## config.mk

```make
export PLATFORM = sky130hd
export DESIGN_NAME = ryu_motion_ctrl_flat
export DESIGN_NICKNAME = d
export VERILOG_FILES = /design/src/rtl/ryu_motion_ctrl_if.sv /design/src/rtl/ryu_motion_ctrl.sv /design/src/flat_wrapper.sv
export SDC_FILE = /design/constraint.sdc
export NUM_CORES = 1
export LEC_CHECK = 0
export ABC_CLOCK_PERIOD_IN_PS = 4000
export CAP_MARGIN = 20
export CORE_ASPECT_RATIO = 1.25
export CORE_MARGIN = 4
export CORE_UTILIZATION = 45
export CTS_CLUSTER_DIAMETER = 30
export DETAILED_ROUTE_END_ITERATION = 8
export PLACE_DENSITY = 0.71
export SYNTH_ARGS = -nofsm -noshare
export SYNTH_HDL_FRONTEND = slang
export SYNTH_SLANG_ARGS = --single-unit
```

## constraint.sdc

```tcl
create_clock -name vga_clk -period 4 [get_ports vga_clk]
set_input_delay 0.8 -clock vga_clk [delete_from_list [all_inputs] [get_ports vga_clk]]
set_output_delay 0.8 -clock vga_clk [all_outputs]
set_load 0.1 [all_outputs]
```

## src/rtl/ryu_motion_ctrl_if.sv

```systemverilog
// ryu_motion_ctrl_if
//   Groups the per-frame control inputs and the sprite-select outputs of
//   the Ryu motion controller.
//   master : the motion controller (consumes keys/tick/kill, drives pose)
//   slave  : the environment / sprite renderer side
//   Signals:
//     frame_tick  1   one-cycle pulse per video frame
//     key_left    1   level, left held
//     key_right   1   level, right held
//     key_up      1   level, jump held
//     key_down    1   level, crouch held
//     key_punch   1   level, punch held
//     kill        1   one-cycle strobe, health reached zero
//     RyuX        10  sprite top-left X
//     RyuY        10  sprite top-left Y
//     sprite      3   pose code
//     busy        1   high while punching or jumping
interface ryu_motion_ctrl_if;
  logic       frame_tick;
  logic       key_left;
  logic       key_right;
  logic       key_up;
  logic       key_down;
  logic       key_punch;
  logic       kill;
  logic [9:0] RyuX;
  logic [9:0] RyuY;
  logic [2:0] sprite;
  logic       busy;

  modport master (
    input  frame_tick, key_left, key_right, key_up, key_down, key_punch, kill,
    output RyuX, RyuY, sprite, busy
  );

  modport slave (
    output frame_tick, key_left, key_right, key_up, key_down, key_punch, kill,
    input  RyuX, RyuY, sprite, busy
  );
endinterface

```

## src/rtl/ryu_motion_ctrl.sv

```systemverilog
// ryu_motion_ctrl
//   Per-frame movement/animation controller for Ryu. Converts decoded key
//   levels and a kill strobe into the sprite position and a 3-bit pose code.
//   State only advances on frame_tick, except that kill is latched at once.
//   Sprite codes: 0 stand, 1 punch, 2 jump, 3 crouch, 4 walk L, 5 walk R, 6 death.
//   Ports:
//     vga_clk  in  1  clock, all state on rising edge
//     reset_n  in  1  synchronous active-low reset
//     mc       master modport of ryu_motion_ctrl_if (keys/tick/kill in,
//              RyuX/RyuY/sprite/busy out, all outputs registered)
module ryu_motion_ctrl #(
  parameter logic [9:0] X_START      = 10'd100,
  parameter logic [9:0] X_MIN        = 10'd0,
  parameter logic [9:0] X_MAX        = 10'd576,
  parameter logic [9:0] GROUND_Y     = 10'd320,
  parameter logic [3:0] WALK_STEP    = 4'd2,
  parameter logic [5:0] JUMP_V0      = 6'd14,
  parameter logic [2:0] GRAVITY      = 3'd1,
  parameter logic [4:0] PUNCH_FRAMES = 5'd12
) (
  input  logic            vga_clk,
  input  logic            reset_n,
  ryu_motion_ctrl_if.master mc
);

  typedef enum logic [2:0] {
    ST_STAND, ST_WALK_L, ST_WALK_R, ST_CROUCH, ST_PUNCH, ST_JUMP, ST_DEAD
  } state_t;

  // Vertical speed on jump entry, two's complement in 7 bits.
  localparam logic [6:0] VY_ENTRY = 7'd0 - {1'b0, JUMP_V0};

  function automatic logic [2:0] sprite_of(input state_t s);
    case (s)
      ST_PUNCH:  return 3'd1;
      ST_JUMP:   return 3'd2;
      ST_CROUCH: return 3'd3;
      ST_WALK_L: return 3'd4;
      ST_WALK_R: return 3'd5;
      ST_DEAD:   return 3'd6;
      default:   return 3'd0;
    endcase
  endfunction

  state_t      r_state, w_state_next;
  logic [9:0]  r_x, w_x_next;
  logic [9:0]  r_y, w_y_next;
  logic [6:0]  r_vy, w_vy_next;
  logic [4:0]  r_punch_cnt, w_punch_cnt_next;
  logic        r_dead;
  logic [2:0]  r_sprite;
  logic        r_busy;

  // Horizontal stepping with saturation, computed in 11 bits so it never wraps.
  logic signed [10:0] w_x_left;
  logic        [10:0] w_x_right;
  logic        [9:0]  w_x_left_sat, w_x_right_sat, w_x_drift;

  // One jump step: shared by jump entry (vy = -V0) and airborne ticks.
  logic        [6:0]  w_vy_in;
  logic signed [10:0] w_y_sum;
  logic               w_land;
  logic        [9:0]  w_y_air;
  logic        [6:0]  w_vy_air;

  // Ground priority decode result: punch > up > down > exactly-one-dir > stand.
  state_t      w_dec_state;
  logic [9:0]  w_dec_x, w_dec_y;
  logic [6:0]  w_dec_vy;
  logic [4:0]  w_dec_cnt;

  always_comb begin
    w_x_left      = $signed({1'b0, r_x}) - $signed({7'd0, WALK_STEP});
    w_x_right     = {1'b0, r_x} + {7'd0, WALK_STEP};
    w_x_left_sat  = (w_x_left < $signed({1'b0, X_MIN})) ? X_MIN : w_x_left[9:0];
    w_x_right_sat = (w_x_right > {1'b0, X_MAX}) ? X_MAX : w_x_right[9:0];
    w_x_drift     = r_x;
    if (mc.key_left && !mc.key_right)      w_x_drift = w_x_left_sat;
    else if (mc.key_right && !mc.key_left) w_x_drift = w_x_right_sat;

    w_vy_in  = (r_state == ST_JUMP) ? r_vy : VY_ENTRY;
    w_y_sum  = $signed({1'b0, r_y}) + $signed({{4{w_vy_in[6]}}, w_vy_in});
    w_land   = (w_y_sum >= $signed({1'b0, GROUND_Y}));
    w_y_air  = w_y_sum[10] ? 10'd0 : w_y_sum[9:0];
    w_vy_air = w_vy_in + {4'd0, GRAVITY};
  end

  always_comb begin
    w_dec_state = ST_STAND;
    w_dec_x     = r_x;
    w_dec_y     = GROUND_Y;
    w_dec_vy    = 7'd0;
    w_dec_cnt   = 5'd0;
    if (mc.key_punch) begin
      w_dec_state = ST_PUNCH;
      w_dec_cnt   = PUNCH_FRAMES - 5'd1;
    end else if (mc.key_up) begin
      // The entry tick already performs the first airborne step.
      w_dec_state = ST_JUMP;
      w_dec_x     = w_x_drift;
      w_dec_y     = w_y_air;
      w_dec_vy    = w_vy_air;
    end else if (mc.key_down) begin
      w_dec_state = ST_CROUCH;
    end else if (mc.key_left && !mc.key_right) begin
      w_dec_state = ST_WALK_L;
      w_dec_x     = w_x_left_sat;
    end else if (mc.key_right && !mc.key_left) begin
      w_dec_state = ST_WALK_R;
      w_dec_x     = w_x_right_sat;
    end
  end

  always_comb begin
    w_state_next     = r_state;
    w_x_next         = r_x;
    w_y_next         = r_y;
    w_vy_next        = r_vy;
    w_punch_cnt_next = r_punch_cnt;
    if (mc.frame_tick && r_state != ST_DEAD) begin
      if (r_dead || mc.kill) begin
        // Death overrides any action in progress, including busy states.
        w_state_next = ST_DEAD;
        w_y_next     = GROUND_Y;
        w_vy_next    = 7'd0;
      end else begin
        case (r_state)
          ST_PUNCH: begin
            if (r_punch_cnt == 5'd0) begin
              w_state_next     = w_dec_state;
              w_x_next         = w_dec_x;
              w_y_next         = w_dec_y;
              w_vy_next        = w_dec_vy;
              w_punch_cnt_next = w_dec_cnt;
            end else begin
              w_punch_cnt_next = r_punch_cnt - 5'd1;
            end
          end
          ST_JUMP: begin
            w_x_next = w_x_drift;
            if (w_land) begin
              w_state_next = ST_STAND;
              w_y_next     = GROUND_Y;
              w_vy_next    = 7'd0;
            end else begin
              w_y_next  = w_y_air;
              w_vy_next = w_vy_air;
            end
          end
          default: begin
            w_state_next     = w_dec_state;
            w_x_next         = w_dec_x;
            w_y_next         = w_dec_y;
            w_vy_next        = w_dec_vy;
            w_punch_cnt_next = w_dec_cnt;
          end
        endcase
      end
    end
  end

  always_ff @(posedge vga_clk) begin
    if (!reset_n) begin
      r_state     <= ST_STAND;
      r_x         <= X_START;
      r_y         <= GROUND_Y;
      r_vy        <= 7'd0;
      r_punch_cnt <= 5'd0;
      r_dead      <= 1'b0;
      r_sprite    <= 3'd0;
      r_busy      <= 1'b0;
    end else begin
      r_state     <= w_state_next;
      r_x         <= w_x_next;
      r_y         <= w_y_next;
      r_vy        <= w_vy_next;
      r_punch_cnt <= w_punch_cnt_next;
      r_dead      <= r_dead | mc.kill;
      r_sprite    <= sprite_of(w_state_next);
      r_busy      <= (w_state_next == ST_PUNCH) || (w_state_next == ST_JUMP);
    end
  end

  assign mc.RyuX   = r_x;
  assign mc.RyuY   = r_y;
  assign mc.sprite = r_sprite;
  assign mc.busy   = r_busy;

endmodule

```

## src/flat_wrapper.sv

```systemverilog
// flat-port wrapper written by rule: the top's interface ports become plain ports
module ryu_motion_ctrl_flat 
#(
  parameter logic [9:0] X_START      = 10'd100,
  parameter logic [9:0] X_MIN        = 10'd0,
  parameter logic [9:0] X_MAX        = 10'd576,
  parameter logic [9:0] GROUND_Y     = 10'd320,
  parameter logic [3:0] WALK_STEP    = 4'd2,
  parameter logic [5:0] JUMP_V0      = 6'd14,
  parameter logic [2:0] GRAVITY      = 3'd1,
  parameter logic [4:0] PUNCH_FRAMES = 5'd12
)
  (vga_clk, reset_n, mc_frame_tick, mc_key_left, mc_key_right, mc_key_up, mc_key_down, mc_key_punch, mc_kill, mc_RyuX, mc_RyuY, mc_sprite, mc_busy);
  ryu_motion_ctrl_if mc_i ();
  input  logic vga_clk;
  input  logic reset_n;
  input wire logic [$bits(mc_i.frame_tick)-1:0] mc_frame_tick;
  input wire logic [$bits(mc_i.key_left)-1:0] mc_key_left;
  input wire logic [$bits(mc_i.key_right)-1:0] mc_key_right;
  input wire logic [$bits(mc_i.key_up)-1:0] mc_key_up;
  input wire logic [$bits(mc_i.key_down)-1:0] mc_key_down;
  input wire logic [$bits(mc_i.key_punch)-1:0] mc_key_punch;
  input wire logic [$bits(mc_i.kill)-1:0] mc_kill;
  output wire logic [$bits(mc_i.RyuX)-1:0] mc_RyuX;
  output wire logic [$bits(mc_i.RyuY)-1:0] mc_RyuY;
  output wire logic [$bits(mc_i.sprite)-1:0] mc_sprite;
  output wire logic [$bits(mc_i.busy)-1:0] mc_busy;
  assign mc_i.frame_tick = mc_frame_tick;
  assign mc_i.key_left = mc_key_left;
  assign mc_i.key_right = mc_key_right;
  assign mc_i.key_up = mc_key_up;
  assign mc_i.key_down = mc_key_down;
  assign mc_i.key_punch = mc_key_punch;
  assign mc_i.kill = mc_kill;
  assign mc_RyuX = mc_i.RyuX;
  assign mc_RyuY = mc_i.RyuY;
  assign mc_sprite = mc_i.sprite;
  assign mc_busy = mc_i.busy;
  ryu_motion_ctrl #(.X_START(X_START), .X_MIN(X_MIN), .X_MAX(X_MAX), .GROUND_Y(GROUND_Y), .WALK_STEP(WALK_STEP), .JUMP_V0(JUMP_V0), .GRAVITY(GRAVITY), .PUNCH_FRAMES(PUNCH_FRAMES)) u_core (.vga_clk(vga_clk), .reset_n(reset_n), .mc(mc_i));
endmodule
```

==> results of run 1 <==
==> worst register-to-register path, delay by kind of cell, from the launching register on <==
family          cells  cell delay [ps]
simple gates        5             1300
flops               1              420
compound gates      5             1220
fa+ha+maj           2              650
==> cells by family after synthesis <==
family	share of synthesized area
xor gates and xnor gates	0.02090
AOI/OAI and AO/OA	0.3230
buffers and inverters	0.05631
adders and majority gates	0.07466
other	0.001279
DFF	0.2662
and+or+nand+nor	0.2500
muxes	0.007679
==> layer usage <==
layer | up-vias | wire length (um) | GRT usage
met2 | 65 | 3853 | 0.3482
met4 | 0 | 157 | 0.07412
li1 | 1493 | - | -
met3 | 13 | 278 | 0.03137
met1 | 1433 | 3440 | 0.2544
met5 | - | 0 | 0
==> placed cells by master, fill, tap and decap left out, types with 3 or more instances in the layout <==
| master | instances |
|---|---|
| sky130_fd_sc_hd__clkbuf_8 | 5 |
| sky130_fd_sc_hd__o31ai_1 | 8 |
| sky130_fd_sc_hd__and2_1 | 3 |
| sky130_fd_sc_hd__or3_1 | 5 |
| sky130_fd_sc_hd__xnor2_1 | 6 |
| sky130_fd_sc_hd__o31a_1 | 3 |
| sky130_fd_sc_hd__o22ai_1 | 5 |
| sky130_fd_sc_hd__nand3_1 | 16 |
| sky130_fd_sc_hd__nand4_1 | 4 |
| sky130_fd_sc_hd__a32o_1 | 5 |
| sky130_fd_sc_hd__nand2b_1 | 5 |
| sky130_fd_sc_hd__a21o_1 | 3 |
| sky130_fd_sc_hd__nor3_1 | 19 |
| sky130_fd_sc_hd__and3_1 | 6 |
| sky130_fd_sc_hd__buf_4 | 3 |
| sky130_fd_sc_hd__a211o_1 | 3 |
| sky130_fd_sc_hd__a21oi_1 | 25 |
| sky130_fd_sc_hd__a31oi_1 | 3 |
| sky130_fd_sc_hd__clkdlybuf4s50_1 | 31 |
| sky130_fd_sc_hd__nor2_1 | 36 |
| sky130_fd_sc_hd__o32ai_1 | 3 |
| sky130_fd_sc_hd__nand2_1 | 40 |
| sky130_fd_sc_hd__ha_1 | 15 |
| sky130_fd_sc_hd__o21ai_0 | 23 |
| sky130_fd_sc_hd__o211a_1 | 3 |
| sky130_fd_sc_hd__inv_1 | 19 |
| sky130_fd_sc_hd__dfxtp_1 | 39 |
| sky130_fd_sc_hd__a22oi_1 | 3 |
| sky130_fd_sc_hd__o211ai_1 | 6 |
| sky130_fd_sc_hd__o21a_1 | 5 |
| sky130_fd_sc_hd__a2111o_1 | 3 |
| sky130_fd_sc_hd__or2_2 | 4 |
==> worst max-delay path by stage <==
stage	endpoint	slack, ps	depth (start not counted)
after floorplan	u_core.r_vy[0]	570	13
after global placement	u_core.r_vy[5]	360	12
after detailed placement	u_core.r_vy[6]	230	12
after CTS	u_core.r_vy[6]	220	12
after global routing	u_core.r_vy[2]	50	12
final	u_core.r_vy[2]	340	12
==> where the power goes <==
part / internal [mW] / leakage (nW) / switching [mW]
Clock: 0.250 / 0.0654 / 0.150
Combinational: 0.0612 / 0.864 / 0.127
Sequential: 0.399 / 0.317 / 0.00837
Total: 0.710 / 1.25 / 0.285
==> final cells by class <==
| cell class | instances | area share |
|---|---|---|
| Inverter | 20 | 0.02194 |
| Clock buffer | 6 | 0.02121 |
| Timing Repair Buffer | 34 | 0.09726 |
| Sequential cell | 39 | 0.2282 |
| Tap cell | 85 | 0.03108 |
| Clock inverter | 2 | 0.01755 |
| Multi-Input combinational cell | 309 | 0.5828 |
==> registers in the layout, indices dropped and copies added (netlist names) <==
name and count:
u_core.mc.busy 1, u_core.mc.sprite 3, u_core.r_punch_cnt 5, u_core.mc.RyuX 9, u_core.r_vy 7, u_core.r_dead 1
u_core.mc.RyuY 10, u_core.r_state 3
==> what timing repair did <==
action,in CTS,in global routing
gates resized for setup,0,2
endpoints found under the setup margin,0,8
setup buffers,0,0
==> Implementation_results.wiki, run 1 <==
{| class="wikitable"
! Metric !! Value
|-
| Status || finished clean
|-
| Post-Place Cell Area || ~3300 um2
|-
| Share of synthesized flip-flops with an asynchronous set or reset || 0
|-
| WS Path Type || flip-flop to flip-flop
|-
| Final non-filler cell total || roughly 500
|-
| Placed insts || just under 500
|-
| Layout area overhead || 16.68%
|-
| Leading post-synthesis cells by cell area || sky130_fd_sc_hd__dfxtp_1 27%, sky130_fd_sc_hd__ha_1 6.4%, sky130_fd_sc_hd__nand2_1 5.1%, sky130_fd_sc_hd__nor2_1 4.6%, sky130_fd_sc_hd__a21oi_1 4.3%
|-
| Count of flip-flops with a built-in enable after synthesis || 0
|-
| CTS tree || yes
|-
| Final Skew || around 11 ps
|-
| Routed via count divided by cell count || approximately 6
|-
| Measured slew at the worst slew-check pin || around 970 ps
|-
| Setup Viol. Count Final || 0
|-
| Setup crit end kind || flip-flop
|-
| Cell with the most instances after synthesis || sky130_fd_sc_hd__nand2_1
|-
| DRT iter0 DRCs || approximately 150
|-
| Library cell with the largest summed area after synthesis || sky130_fd_sc_hd__dfxtp_1
|-
| Total routing usage reported by global routing || 0.2036
|-
| Startpoint of the worst hold path || u_core.r_punch_cnt[4]
|-
| Hold Slack || between 400 and 500 ps
|-
| Initial core utilization || 0.4696
|-
| Required @ worst endpoint || between 4000 and 5000 ps
|-
| Count of clock tree sinks || 39
|-
| First-pass GRT wire length || between 10 and 15 mm
|-
| Buffer type at the clock tree root || sky130_fd_sc_hd__clkbuf_8
|-
| Worst-Skew Late Latency || 300 ps
|-
| Final sum of negative setup slack || 0 ps
|-
| Number of iterations in the first detailed-routing pass || 4
|-
| Footprint of the multi-input gates || 1994 um2
|-
| Hold depth || 2
|-
| Peak per-stage delay on the critical path || around 500 ps
|-
| Primary flip-flop cell chosen by synthesis mapping || sky130_fd_sc_hd__dfxtp_1
|-
| Total power after layout || ~1000 uW
|-
| Count of different cell masters after synthesis || 72
|-
| Most instantiated cells after synthesis || 40 x sky130_fd_sc_hd__nand2_1, 39 x sky130_fd_sc_hd__dfxtp_1, 36 x sky130_fd_sc_hd__nor2_1, 25 x sky130_fd_sc_hd__a21oi_1, 24 x sky130_fd_sc_hd__o21ai_0
|-
| Worst setup slack before clock tree synthesis || 231.4 ps
|-
| Sequential-to-total area share from yosys stat || 0.2662
|-
| Power per standard cell area || approximately 290 nW/um2
|-
| Standard-cell rows || 32
|-
| Inserted Clock Buffers || 5
|-
| Hold WC Path Type || flip-flop to flip-flop
|-
| Count of buffering cells on the critical path with inverters included || 0
|-
| Footprint of the flip-flops and latches || 780.7 um2
|-
| Synth top area share || 0.2662
|-
| Placer congestion estimate || roughly 0.88
|-
| Final HPWL from detailed placement || 5.785 mm
|-
| Maximum number of pins on one net before global-route repair || 18
|-
| Number of cells on the worst reg-to-reg path || 12
|-
| Full die area || slightly below 8000 um2
|-
| Cell area after technology mapping || approximately 2900 um2
|-
| Leakage power figure || roughly 1.2 nW
|-
| Area of all placed cells without fillers || between 3000 and 4000 um2
|-
| Die Width || ~80 um
|-
| # H-tree levels || 2
|-
| R2r setup slk || ~340 ps
|-
| Critical-path cell list || and2b_1 > and3_1 > ha_1 > fa_1 > o21ai_1 > a221oi_1 > a2111oi_2 > nor3_1 > nor2_1 > o21bai_4 > or3_1 > a21oi_1
|-
| Die Y || 98.26 um
|-
| Vias in the first global route || roughly 2,800
|-
| #FFs+latches synth || 39
|-
| Total nets after synthesis || about 410
|-
| Total number of vias || about 3,000
|-
| Unrepaired setup endpoints after global routing || no
|-
| Endpoint, Worst Hold || u_core.r_punch_cnt[4]
|-
| Proportion of layout cells with a drive suffix above 1 || 0.05854
|-
| Yosys Warn Count || 0
|-
| Worst R2R Start || u_core.r_state[1]
|-
| Antenna violations before repair || 0
|-
| Final Util || 0.5479
|-
| Tcrit/Tclk final || 0.9153
|-
| Largest delay contributor family on the critical path || simple AND/OR/NAND/NOR gates
|-
| Achievable frequency || 273.1 MHz
|-
| Diode count || 0
|-
| Crit path from || u_core.r_state[1]
|-
| Cts hold-fix bufs || 0
|-
| Hold violation total from the final report || 0
|-
| Detailed Route WL || between 7 and 8 mm
|-
| End of the worst register-to-register path || u_core.r_vy[2]
|-
| Kind of start point of the critical path || flip-flop
|-
| Maximum net fanout on the critical path || 11
|-
| Number of fill cells in the layout || 631
|-
| Maximum Capacitance Violations || 0
|-
| Mapped Cells || around 390
|-
| Number of top-level pins || 33
|-
| Fin nets || ~430
|-
| Buffers added on ports || 31
|-
| Slowest library cell on the worst path || sky130_fd_sc_hd__a2111oi_2
|-
| Number of DRC violations after detailed routing || 0
|-
| Total overflow reported by the global router || 0
|-
| Number of nets still failing antenna checks after routing || 0
|-
| Clock Path Buffers || 2
|-
| Placeable Area || approximately 6200 um2
|-
| Peak ir drop on the vdd network || about 0.21 mV
|-
| Final max-slew violation count || 0
|-
| CTS clock-pin slew for the worst setup and hold paths || around 70 ps
|-
| Worst EP arrival || between 3000 and 4000 ps
|-
| Mean Syn Cell Area || ~7.6 um2
|-
| Final Worst Setup Slack || around 340 ps
|-
| Time the worst path needs with I/O delays and setup || roughly 3700 ps
|-
| Headroom to the max-slew limit || 0.3486
|-
| Average wire per cell in the routed design || 15.62 um
|}
(Power assumes the default switching activity.)
==> inputs of run 2 (changes only) <==
--- a/config.mk
+++ b/config.mk
@@ -9,10 +9,12 @@
 export CAP_MARGIN = 20
 export CORE_ASPECT_RATIO = 1.25
 export CORE_MARGIN = 4
-export CORE_UTILIZATION = 45
+export CORE_UTILIZATION = 50
 export CTS_CLUSTER_DIAMETER = 30
 export DETAILED_ROUTE_END_ITERATION = 8
-export PLACE_DENSITY = 0.71
+export PLACE_DENSITY = 0.77
+export SKIP_CTS_REPAIR_TIMING = 1
+export SLEW_MARGIN = 5
 export SYNTH_ARGS = -nofsm -noshare
 export SYNTH_HDL_FRONTEND = slang
 export SYNTH_SLANG_ARGS = --single-unit
==> run 2 against run 1 <==
Cell count is 4.6% lower. Power is 10% lower. Via count is 0.83% lower. Global-route usage up 1.2 points. Register-to-register slack improved by 50 ps. Worst hold slack got worse by 1.4 ps. Clock power is 25% lower. Combinational power shrank 3%. Count of clock-buffer cells in the layout is 1 higher. Die area fell by 9.1%. Non-clock buffer count fell by 2. Critical endpoint unchanged. Highest routed layer unchanged.
==> Implementation_results.wiki, run 2 (synthesis results as in run 1) <==
{| class="wikitable"
! Metric !! Value
|-
| Status || finished clean
|-
| Time the worst path needs with I/O delays and setup || roughly 3600 ps
|-
| Number of nets still failing antenna checks after routing || 0
|-
| Placer congestion estimate || approximately 0.96
|-
| Buffer type at the clock tree root || sky130_fd_sc_hd__clkbuf_8
|-
| Peak ir drop on the vdd network || approximately 0.18 mV
|-
| Commonest non-fill, non-tap cell in the layout || sky130_fd_sc_hd__nand2_1
|-
| Area of all placed cells without fillers || 3353 um2
|-
| CTS tree || yes
|-
| Initial core utilization || 0.5279
|-
| Fin nets || ~430
|-
| Average wire per cell in the routed design || 15.79 um
|-
| DRT iter0 DRCs || 155
|-
| Final sum of negative setup slack || 0 ps
|-
| Final Skew || ~5.4 ps
|-
| Clock Path Buffers || 2
|-
| Final Util || 0.6036
|-
| Measured slew at the worst slew-check pin || slightly below 1000 ps
|-
| Standard-cell rows || 30
|-
| Setup crit end kind || flip-flop
|-
| Total number of vias || roughly 3,000
|-
| Die Y || roughly 94 um
|-
| Hold WC Path Type || flip-flop to flip-flop
|-
| Hold violation total from the final report || 0
|-
| Antenna violations before repair || 0
|-
| Buffers added on ports || 31
|-
| Placeable Area || between 5000 and 6000 um2
|-
| Tcrit/Tclk final || 0.9038
|-
| First-pass GRT wire length || ~13 mm
|-
| Maximum number of pins on one net before global-route repair || 25
|-
| WS Path Type || flip-flop to flip-flop
|-
| Worst-Skew Late Latency || around 300 ps
|-
| Maximum Capacitance Violations || 0
|-
| Maximum net fanout on the critical path || 11
|-
| Layout area overhead || 14.33%
|-
| Post-Place Cell Area || about 3200 um2
|-
| Leakage power figure || about 1.2 nW
|-
| Diode count || 0
|-
| Full die area || just over 7000 um2
|-
| Achievable frequency || roughly 280 MHz
|-
| # H-tree levels || 2
|-
| Die Width || 76.50 um
|-
| Kind of start point of the critical path || flip-flop
|-
| Number of iterations in the first detailed-routing pass || 4
|-
| Total overflow reported by the global router || 0
|-
| CTS clock-pin slew for the worst setup and hold paths || around 80 ps
|-
| Vias in the first global route || around 2,800
|-
| Detailed Route WL || between 7 and 8 mm
|-
| Final max-slew violation count || 0
|-
| Commonest cells after routing, fill and taps aside || 40 x sky130_fd_sc_hd__nand2_1, 38 x sky130_fd_sc_hd__dfxtp_1, 36 x sky130_fd_sc_hd__nor2_1, 31 x sky130_fd_sc_hd__clkdlybuf4s50_1, 25 x sky130_fd_sc_hd__a21oi_1
|-
| Max FFs per register || 10
|-
| Proportion of layout cells with a drive suffix above 1 || 0.05882
|-
| Total routing usage reported by global routing || 0.2154
|-
| Total power after layout || ~900 uW
|-
| Unrepaired setup endpoints after global routing || no
|-
| Final HPWL from detailed placement || about 5.5 mm
|-
| Power per standard cell area || ~270 nW/um2
|-
| R2r setup slk || 380 ps
|-
| Setup Viol. Count Final || 0
|-
| Number of top-level pins || 33
|-
| Number of DRC violations after detailed routing || 0
|-
| Headroom to the max-slew limit || 0.3487
|-
| Worst EP arrival || about 3900 ps
|-
| Inserted Clock Buffers || 5
|-
| Required @ worst endpoint || between 4000 and 5000 ps
|-
| Routed via count divided by cell count || ~6.3
|-
| Count of clock tree sinks || 39
|}
run 2: final timing paths:
path | cells after the start | end | from
worst min register to register | 2 | u_core.r_punch_cnt[4] | u_core.r_punch_cnt[4]
worst min-delay path | 2 | u_core.r_punch_cnt[4] | u_core.r_punch_cnt[4]
worst max-delay path | 12 | u_core.r_vy[2] | u_core.r_state[1]
worst max register to register | 12 | u_core.r_vy[2] | u_core.r_state[1]
run 2: layout make-up:
| class | instances | area (um2) |
|---|---|---|
| Inverter | 20 | 75.07 |
| Tap cell | 64 | 80.08 |
| Multi-Input combinational cell | 309 | 1994 |
| Sequential cell | 39 | 782.0 |
| Timing Repair Buffer | 32 | 317.8 |
| Clock inverter | 1 | 7.507 |
| Clock buffer | 7 | 96.34 |
| Fill cell | 514 | 2202 |
run 2: per-layer routing:
layer / up-vias / routed length (um) / global-route usage
li1: 1487 / - / -
met1: 1383 / 3233 / 0.2629
met4: 0 / 191 / 0.09668
met2: 88 / 3722 / 0.3746
met3: 21 / 306 / 0.03179
met5: - / 0 / 0
run 2: through the flow:
stage	hold WS, ps	setup slack [ps]	std cells
floorplan	425.4	572.6	387
global placement	439.1	340.0	464
detailed placement	451.1	233.1	464
CTS	464.3	198.1	472
global route	478.8	116.2	472
finish	460.8	384.8	472
run 2: critical path: stages (launching register included):
cell	delay [ps]
sky130_fd_sc_hd__dfxtp_1	420
sky130_fd_sc_hd__and2b_1	250
sky130_fd_sc_hd__and3_1	230
sky130_fd_sc_hd__ha_1	220
sky130_fd_sc_hd__fa_1	440
sky130_fd_sc_hd__o21ai_1	230
sky130_fd_sc_hd__a221oi_1	170
sky130_fd_sc_hd__a2111oi_2	500
sky130_fd_sc_hd__nor3_1	130
sky130_fd_sc_hd__nor2_1	260
sky130_fd_sc_hd__o21bai_4	150
sky130_fd_sc_hd__or3_1	400
sky130_fd_sc_hd__a21oi_1	140
run 2: where the power goes:
group	switching [mW]	leakage [nW]	internal [mW]	total [mW]
clock network	0.143	0.0505	0.157	0.300
logic	0.123	0.853	0.0598	0.183
registers	0.00987	0.317	0.400	0.409
total	0.276	1.22	0.616	0.892
